File: src/rtl/glitc_settings_scheduler.sv
// GLITC external-settings register block with a round-robin scheduler feeding an I2C engine.
// Optional feature: define GLITC_SETTINGS_RETRY_EN to reissue failed commands up to MAX_RETRY times.
module glitc_settings_scheduler #(
   parameter int NUM_DAC     = 8,
   parameter int DAC_BITS    = 12,
   parameter int NUM_ATT     = 6,
   parameter int ATT_BITS    = 6,
   parameter int ADDR_BITS   = 5,
   parameter int TIMEOUT_CYC = 65535,
   parameter int MAX_RETRY   = 3
) (
   input  logic                 user_clk_i,
   input  logic                 user_rst_i,
   input  logic                 user_sel_i,
   input  logic                 user_wr_i,
   input  logic [ADDR_BITS-1:0] user_addr_i,
   input  logic [31:0]          user_dat_i,
   output logic [31:0]          user_dat_o,
   output logic                 cmd_valid_o,
   input  logic                 cmd_ready_i,
   output logic                 cmd_type_o,
   output logic [3:0]           cmd_chan_o,
   output logic [15:0]          cmd_data_o,
   output logic                 cmd_eeprom_o,
   input  logic                 done_i,
   input  logic                 done_err_i,
   output logic                 busy_o
);

   localparam int N      = NUM_DAC + NUM_ATT;
   localparam int SLOT_W = 5;
   localparam int TMR_W  = $clog2(TIMEOUT_CYC + 1);
   localparam logic [ADDR_BITS-1:0] STATUS_ADDR = ADDR_BITS'((1 << ADDR_BITS) - 2);
   localparam logic [ADDR_BITS-1:0] ERRLOG_ADDR = ADDR_BITS'((1 << ADDR_BITS) - 1);

   typedef enum logic [1:0] {ST_IDLE, ST_SCAN, ST_ISSUE, ST_WAIT} state_t;

   state_t               state_q, state_d;
   logic [DAC_BITS-1:0]  dac_val [NUM_DAC];
   logic [NUM_DAC-1:0]   dac_eep;
   logic [ATT_BITS-1:0]  att_val [NUM_ATT];
   logic [N-1:0]         pending;
   logic [SLOT_W-1:0]    ptr, cur_slot;
   logic [7:0]           last_slot, err_cnt;
   logic                 err_sticky, pause;
   logic [15:0]          err_log;
   logic [TMR_W-1:0]     timer;
   logic                 cmd_type_q, cmd_eep_q;
   logic [3:0]           cmd_chan_q;
   logic [15:0]          cmd_data_q;

   logic                 wr_en, any_pending, pend_hit;
   logic                 scan_type, scan_eep;
   logic [3:0]           scan_chan;
   logic [15:0]          scan_data;
   logic                 take, accept, done_ok, err_evt, retry_now, log_err;
   logic                 unused_cfg;

   assign wr_en       = user_sel_i & user_wr_i;
   assign any_pending = |pending;

   // Look up the slot under the pointer: its pending bit and the command it would produce.
   always_comb begin
      pend_hit  = 1'b0;
      scan_type = 1'b0;
      scan_chan = '0;
      scan_data = '0;
      scan_eep  = 1'b0;
      for (int i = 0; i < N; i++)
         if (ptr == SLOT_W'(i)) pend_hit = pending[i];
      for (int i = 0; i < NUM_DAC; i++)
         if (ptr == SLOT_W'(i)) begin
            scan_chan = 4'(i);
            scan_data = 16'(dac_val[i]);
            scan_eep  = dac_eep[i];
         end
      for (int i = 0; i < NUM_ATT; i++)
         if (ptr == SLOT_W'(NUM_DAC + i)) begin
            scan_type = 1'b1;
            scan_chan = 4'(i);
            scan_data = 16'(att_val[i]);
         end
   end

   assign take    = (state_q == ST_SCAN) && !pause && pend_hit;
   assign accept  = (state_q == ST_ISSUE) && cmd_ready_i;
   assign done_ok = (state_q == ST_WAIT) && done_i && !done_err_i;
   assign err_evt = (state_q == ST_WAIT) && !done_ok &&
                    ((done_i && done_err_i) || (timer == TMR_W'(TIMEOUT_CYC)));

`ifdef GLITC_SETTINGS_RETRY_EN
   localparam int RTY_W = (MAX_RETRY < 2) ? 1 : $clog2(MAX_RETRY + 1);
   logic [RTY_W-1:0] retry_cnt;

   // Retries reuse the snapshot; the count restarts with each freshly scanned slot.
   always_ff @(posedge user_clk_i or posedge user_rst_i) begin
      if (user_rst_i)     retry_cnt <= '0;
      else if (take)      retry_cnt <= '0;
      else if (retry_now) retry_cnt <= retry_cnt + 1'b1;
   end

   assign retry_now  = err_evt && (retry_cnt < RTY_W'(MAX_RETRY));
   assign unused_cfg = ^user_dat_i;
`else
   assign retry_now  = 1'b0;
   assign unused_cfg = ^{user_dat_i, MAX_RETRY[0]};
`endif
   assign log_err = err_evt && !retry_now;

   // State register.
   always_ff @(posedge user_clk_i or posedge user_rst_i) begin
      if (user_rst_i) state_q <= ST_IDLE;
      else            state_q <= state_d;
   end

   // Next-state logic.
   always_comb begin
      state_d = state_q;
      unique case (state_q)
         ST_IDLE:  if (any_pending && !pause) state_d = ST_SCAN;
         ST_SCAN:  if (pause || !any_pending) state_d = ST_IDLE;
                   else if (pend_hit)         state_d = ST_ISSUE;
         ST_ISSUE: if (cmd_ready_i)           state_d = ST_WAIT;
         ST_WAIT:  if (done_ok || log_err)    state_d = ST_IDLE;
                   else if (retry_now)        state_d = ST_ISSUE;
         default:  state_d = ST_IDLE;
      endcase
   end

   // Outputs.
   always_comb begin
      cmd_valid_o  = (state_q == ST_ISSUE);
      busy_o       = (state_q != ST_IDLE);
      cmd_type_o   = cmd_type_q;
      cmd_chan_o   = cmd_chan_q;
      cmd_data_o   = cmd_data_q;
      cmd_eeprom_o = cmd_eep_q;
   end

   // Setting registers and pending flags; a user write wins over the scheduler's clear.
   always_ff @(posedge user_clk_i or posedge user_rst_i) begin
      if (user_rst_i) begin
         pending <= '0;
         dac_eep <= '0;
         for (int i = 0; i < NUM_DAC; i++) dac_val[i] <= '0;
         for (int i = 0; i < NUM_ATT; i++) att_val[i] <= '0;
      end else begin
         for (int i = 0; i < N; i++)
            if (wr_en && user_addr_i == ADDR_BITS'(i)) pending[i] <= 1'b1;
            else if (take && ptr == SLOT_W'(i))        pending[i] <= 1'b0;
         for (int i = 0; i < NUM_DAC; i++)
            if (wr_en && user_addr_i == ADDR_BITS'(i)) begin
               dac_val[i] <= user_dat_i[DAC_BITS-1:0];
               dac_eep[i] <= user_dat_i[15];
            end
         for (int i = 0; i < NUM_ATT; i++)
            if (wr_en && user_addr_i == ADDR_BITS'(NUM_DAC + i))
               att_val[i] <= user_dat_i[ATT_BITS-1:0];
      end
   end

   // Pointer, command snapshot and WAIT timer.
   always_ff @(posedge user_clk_i or posedge user_rst_i) begin
      if (user_rst_i) begin
         ptr        <= '0;
         cur_slot   <= '0;
         cmd_type_q <= 1'b0;
         cmd_chan_q <= '0;
         cmd_data_q <= '0;
         cmd_eep_q  <= 1'b0;
         timer      <= '0;
      end else begin
         if (state_q == ST_SCAN && !pause)
            ptr <= (ptr == SLOT_W'(N - 1)) ? '0 : ptr + 1'b1;
         if (take) begin
            cur_slot   <= ptr;
            cmd_type_q <= scan_type;
            cmd_chan_q <= scan_chan;
            cmd_data_q <= scan_data;
            cmd_eep_q  <= scan_eep;
         end
         if (accept)                    timer <= '0;
         else if (state_q == ST_WAIT)   timer <= timer + 1'b1;
      end
   end

   // Status and error log; a logged error in the same cycle as a clear still counts.
   always_ff @(posedge user_clk_i or posedge user_rst_i) begin
      if (user_rst_i) begin
         pause      <= 1'b0;
         err_sticky <= 1'b0;
         err_cnt    <= '0;
         last_slot  <= '0;
         err_log    <= '0;
      end else begin
         if (wr_en && user_addr_i == STATUS_ADDR) begin
            pause <= user_dat_i[30];
            if (user_dat_i[8]) begin
               err_sticky <= 1'b0;
               err_cnt    <= '0;
               err_log    <= '0;
            end
         end
         if (log_err) begin
            last_slot  <= 8'(cur_slot);
            err_sticky <= 1'b1;
            err_log    <= cmd_data_q;
            if (err_cnt != 8'hFF) err_cnt <= err_cnt + 1'b1;
         end
      end
   end

   // Combinational register read.
   always_comb begin
      user_dat_o = '0;
      for (int i = 0; i < NUM_DAC; i++)
         if (user_addr_i == ADDR_BITS'(i)) begin
            user_dat_o     = 32'(dac_val[i]);
            user_dat_o[15] = dac_eep[i];
         end
      for (int i = 0; i < NUM_ATT; i++)
         if (user_addr_i == ADDR_BITS'(NUM_DAC + i))
            user_dat_o = 32'(att_val[i]);
      if (user_addr_i == STATUS_ADDR)
         user_dat_o = {any_pending, pause, 6'b0, err_cnt, 7'b0, err_sticky, last_slot};
      if (user_addr_i == ERRLOG_ADDR)
         user_dat_o = {16'b0, err_log};
   end

endmodule

File: config.mk
export PLATFORM = sky130hd
export DESIGN_NAME = glitc_settings_scheduler
export DESIGN_NICKNAME = d
export VERILOG_FILES = /design/src/rtl/glitc_settings_scheduler.sv
export SDC_FILE = /design/constraint.sdc
export NUM_CORES = 1
export LEC_CHECK = 0
export ABC_AREA = 1
export CORE_MARGIN = 2
export CORE_UTILIZATION = 38
export DETAILED_ROUTE_END_ITERATION = 6
export GPL_ROUTABILITY_DRIVEN = 0
export PLACE_DENSITY = 0.63
export SLEW_MARGIN = 20
export SYNTH_ARGS = -nofsm -noshare
export SYNTH_HDL_FRONTEND = slang
export SYNTH_SLANG_ARGS = --single-unit
File: constraint.sdc
create_clock -name user_clk_i -period 18.9 [get_ports user_clk_i]
set_clock_uncertainty 0.1 [all_clocks]
set_input_delay 3.78 -clock user_clk_i [delete_from_list [all_inputs] [get_ports user_clk_i]]
set_output_delay 3.78 -clock user_clk_i [all_outputs]
set_load 0.02 [all_outputs]
======== Word level (Yosys, flattened, before mapping) ========
Index checks and enable logic that the tools add are counted.
storage, ports and cells
  register bits ........................... 235
  output and inout port bits .............. 56
  word-level logic and storage cells ...... 277
operators by class
  add/sub/neg operators ................... 3
  equality and inequality tests ........... 37
  multiplexer cells ....................... 118
  bitwise operators ....................... 1
  reductions and logical operators ........ 69
operators by type and width
  kind                                           number
  two-way mux 32 bit                             15
  two-way mux 16 bit                             19
  == test 5 x 4 -> 1 bit, second input constant  12
  two-way mux 1 bit                              60
  two-way mux 4 bit                              12
  == test 5 x 3 -> 1 bit, second input constant  8
  logical AND 1 bit                              38
  nonzero test 2 bit                             18
  two-way mux 8 bit                              4
  == test 5 x 2 -> 1 bit, second input constant  4
  adder 16 x 1 -> 16 bit, second input constant  1
  == test 16 bit, second input constant          1
  OR reduction 14 bit                            1
  two-way mux 12 bit                             1
  == test 5 x 1 -> 1 bit, second input constant  2
  == test 5 bit, second input constant           2
  logical NOT 5 bit                              2
  two-way mux 2 bit                              5
  adder 8 x 1 -> 8 bit, second input constant    1
  != test 8 bit, second input constant           1
  case mux 2 bit (4 select lines)                1
  adder 5 x 1 -> 5 bit, second input constant    1
  two-way mux 5 bit                              1
  == test 2 bit, second input constant           2
  other kinds (10)                               16

======== Depth between registers and ports, before layout ========
  word-level depth ........................ 19
  gate-level depth with buffers ........... 21
  depth with buffers taken out ............ 21

======== Least setup slack after synthesis ========
Ideal clock, no wire load.
  kind .................................... input port to output port
  start point ............................. input port user_addr_i[2]
  end point ............................... output port user_dat_o[3]
  arrival time ............................ 5153 ps
  data required time ...................... 15020 ps
  path slack .............................. 9867 ps
  stages on the path ...................... 14
  path through ............................ nor2_1 > inv_1 > nor2_1 > clkbuf_1 > inv_1 > nor2_1 > nor2_1 > nand4_1 > nor2_1 > nand3_1 > nand2_1 > nand3_1 > nand2_1 > nand3_1
between the ends
  cells in the longest elaborated chain, start to end .. 17
  elaborated cells between the ends (all ways) .. 32
RTL lines
  element                          line  text
  start: declaration               16    input logic [ADDR_BITS-1:0] user_addr_i,
  logical NOT 5 bit                217   if (user_addr_i == ADDR_BITS'(i)) begin
  two-way mux 16 bit               217
  two-way mux 32 bit (7 in a row)  217
  two-way mux 32 bit (6 in a row)  222   if (user_addr_i == ADDR_BITS'(NUM_DAC + i))
  two-way mux 32 bit               224   if (user_addr_i == STATUS_ADDR)
  two-way mux 32 bit (*)           226   if (user_addr_i == ERRLOG_ADDR)
  end: declaration                 18    output logic [31:0] user_dat_o,
Mark *: on every way between the ends. The rest lies on a longest branch, timed or not.

======== Worst setup path in the final report ========
  start point ............................. input port user_addr_i[0]
  end point ............................... output port user_dat_o[0]
The elaborated chain is that of the path after synthesis.

==> results.cfg <==
[floorplan]
placeableCoreArea_sq_um = 30670
fp-row-count = 64
die_ar_sq_um = 32670
die_h_um = 180.7
boundaryPins = 100
floorplan.initialDensity_pct = 38.70
dieWidth_um = 180.7

[synth]
netlist-cell-type-count = 47
synth_seq_cells = 226
synth-seq-area-share_pct = 47.64
syn-mean-instance-area_sq_um = 7.465
synth_async_sr_flop_share_pct = 100.0
synth_top_area_cell = dfrtp_1
mappedNetlistArea_sq_um = 11870
gate_count_post_synth = 1590
synthesis.yosys.warnings = 0
yosys.area.top_type_share_pct = 47.64
synthFlopType = dfrtp_1
synth-edff-count = 0
synthTopCellsByArea = dfrtp_1, nand2_1, o21ai_0, inv_1, nor2_1

[final_layout]
final_common_cell = nand2_1
antenna_cells = 0
multi_input_area_sq_um = 5231
final_core_util_pct = 44.59
drive_above_1_share_pct = 5.633
synthToLayoutAreaGrowth_pct = 15.20
final_cell_mix = nand2_1, o21ai_0, dfrtp_1
total_of_fill_cells_in_the_finished_design = 3105
num-nets-final = 1683
area.sequential_sq_um = 5655

[grt]
grt_max_degree = 102
globalRoute.totalOverflow = 0
grt_pass1_vias = 10403
gr-usage-all-layers_pct = 21.38
grt_pass1_wl_mm = 56.32
grt_antenna_before_repair = 0

[cts]
tritoncts.num_buffers = 26
cts.path.max_buffers = 3
cts.sink_count = 226
post-cts-setup-buffers = 0
clk_pin_slew_ns = 0.06
buffer_type_at_the_clock_tree_root = clkbuf_16
postCtsResizedCells = 0
clk_latency_ns = 0.53
cts-htree-levels = 1
holdBufCountCts = 0
tritoncts = done

[pwr]
vdd_ir_drop_max_mv = 0.06646
powerDensity_nw_per_um2 = 124.1
leakage_nw = 6.391

[route]
route.vias.total = 10824
detail_route.first_pass.iterations = 5
wirelength_met1_mm = 15.68
routedWlPerCell_um = 17.00
met3_wirelength_mm = 2.609
detail_route.iter0.violations = 1082
total_routed_wirelength_mm = 34.79
met2_wirelength_mm = 15.39
final_antenna_net_count = 0
highest-signal-layer = met4
detail_route.drc_violations = 0
detail_route.vias_per_cell = 5.288

[setup_path]
critical_path.startpoint_type = input pin
timing.critical_path.required_ns = 15.02
crit_path_max_fanout = 13
crit-reg2reg-launch = ptr[1]$_DFFE_PP0P_
timing.critical_path.to_type = output port
critPathKind = input pin to output port
timing.critical_path.from = user_addr_i[0]
worst_ep_arrival_time_ns = 7.17

[worst_hold_path]
worstHoldStart = cur_slot[1]$_DFFE_PP0N_
worst_hold_path_type = flop to flop

[timing]
fmax_ghz = 0.09050
setup_total_negative_slack_ns = 0
final-setup-viol-count = 0
period_share_pct = 58.47
setup_repair_after_global_routing_missed_its_margin = false
fin_ws_ns = 7.850
worst_slew_margin_rel_pct = 30.48
timing_hold_violations_final = 0
final.min_clock_period_ns = 11.05
timing.final.max_slew_violations = 0
worstMarginPinSlew_ns = 1.040

[placed_design]
hpwl_mm = 24.51
placement.io_buffers = 67
preCtsSetupSlack_ns = 7.937

[run_status]
status = complete, no violations

[flow_run]
max_cap_violations = 0
## sequential cells by signal, summed over array words and instances (netlist names), 8 cells and up, named ones only
register and cells:
dac_val 96, att_val 36, timer 16, pending 14
cmd_data_o 12, err_log 12, dac_eep 8, err_cnt 8
## layer usage
metal | vias to the layer above | track usage, %
met5 | - | 0
met4 | 0 | 7.129
met3 | 75 | 3.790
met2 | 368 | 33.48
met1 | 5151 | 30.01
li1 | 5230 | -
## critical path, cell delays in order
cell,delay (ns)
clkdlybuf4s50_1,0.57
inv_1,0.10
nand2_1,0.07
nor2_1,0.07
nand2_1,0.54
inv_1,0.37
a21oi_1,0.22
nand3_1,0.09
o22ai_1,0.20
nand4_1,0.17
nor2_1,0.16
nand3_1,0.08
nand2_1,0.13
nand2_1,0.08
clkdlybuf4s50_1,0.54
## stage by stage
| stage | cells | hold WS, ns | power, mW | area, sq um |
|---|---|---|---|---|
| after detailed placement | 2001 | 0.3599 | 1.189 | 12800 |
| after floorplan | 1603 | 0.3365 | 1.007 | 11920 |
| final | 2047 | 0.3765 | 1.697 | 13670 |
| after global routing | 2047 | 0.4008 | 1.803 | 13670 |
| after global placement | 2001 | 0.3520 | 1.177 | 12800 |
| after CTS | 2047 | 0.3790 | 1.702 | 13670 |
## cells by family (layout without fill, tap and decap cells)
group | Yosys count | after routing | share of synthesized area (%)
buffers and inverters | 256 | 304 | 8.717
xor gates and xnor gates | 1 | 1 | 0.07380
adders and majority gates | 6 | 6 | 0.6324
DFF | 226 | 226 | 47.64
and+or+nand+nor | 742 | 742 | 26.20
other | 1 | 14 | 0.03159
muxes | 1 | 1 | 0.08433
AOI/OAI and AO/OA | 357 | 357 | 16.61
## Yosys cell counts, types with 4 or more instances
cell type,count
a21oi_1,39
a22oi_1,5
buf_4,15
clkbuf_1,52
dfrtp_1,226
ha_1,6
inv_1,173
inv_2,11
nand2_1,487
nand2_2,5
nand3_1,65
nand3b_1,4
nand4_1,22
nor2_1,114
nor2_4,5
nor3_1,17
o2111ai_1,5
o211ai_1,12
o21ai_0,238
o21ai_1,6
o21ai_2,4
o22ai_1,22
o31ai_1,6
or2_2,9
## area by class of cell
cell class                 instances  area share, %
clock inverter                     9         0.7411
sequential                       226          41.36
tap                              396          3.623
inverter                         185          5.133
timing repair buffer              73          5.234
clock buffer                      37          5.655
multi-input combinational       1121          38.26
## final timing paths
| check | endpoint | slack [ns] | cells after the start |
|---|---|---|---|
| max | user_dat_o[0] | 7.85 | 15 |
| min | last_slot[1]$_DFFE_PP0P_ | 0.38 | 2 |
| max reg2reg | cur_slot[2]$_DFFE_PP0N_ | 15.17 | 19 |
| min reg2reg | last_slot[1]$_DFFE_PP0P_ | 0.38 | 2 |
| max in group asynchronous | dac_val[53]$_DFFE_PP0P_ | 13.68 | 3 |
| min in group asynchronous | cmd_data_o[10]$_DFFE_PP0N_ | 3.62 | 2 |
## power by group
group / internal, mW / switching, mW / total (mW)
clock network: 0.310 / 0.200 / 0.511
registers: 0.577 / 0.0697 / 0.647
logic: 0.174 / 0.365 / 0.539
Note: power is estimated with default switching activity, not from simulation.
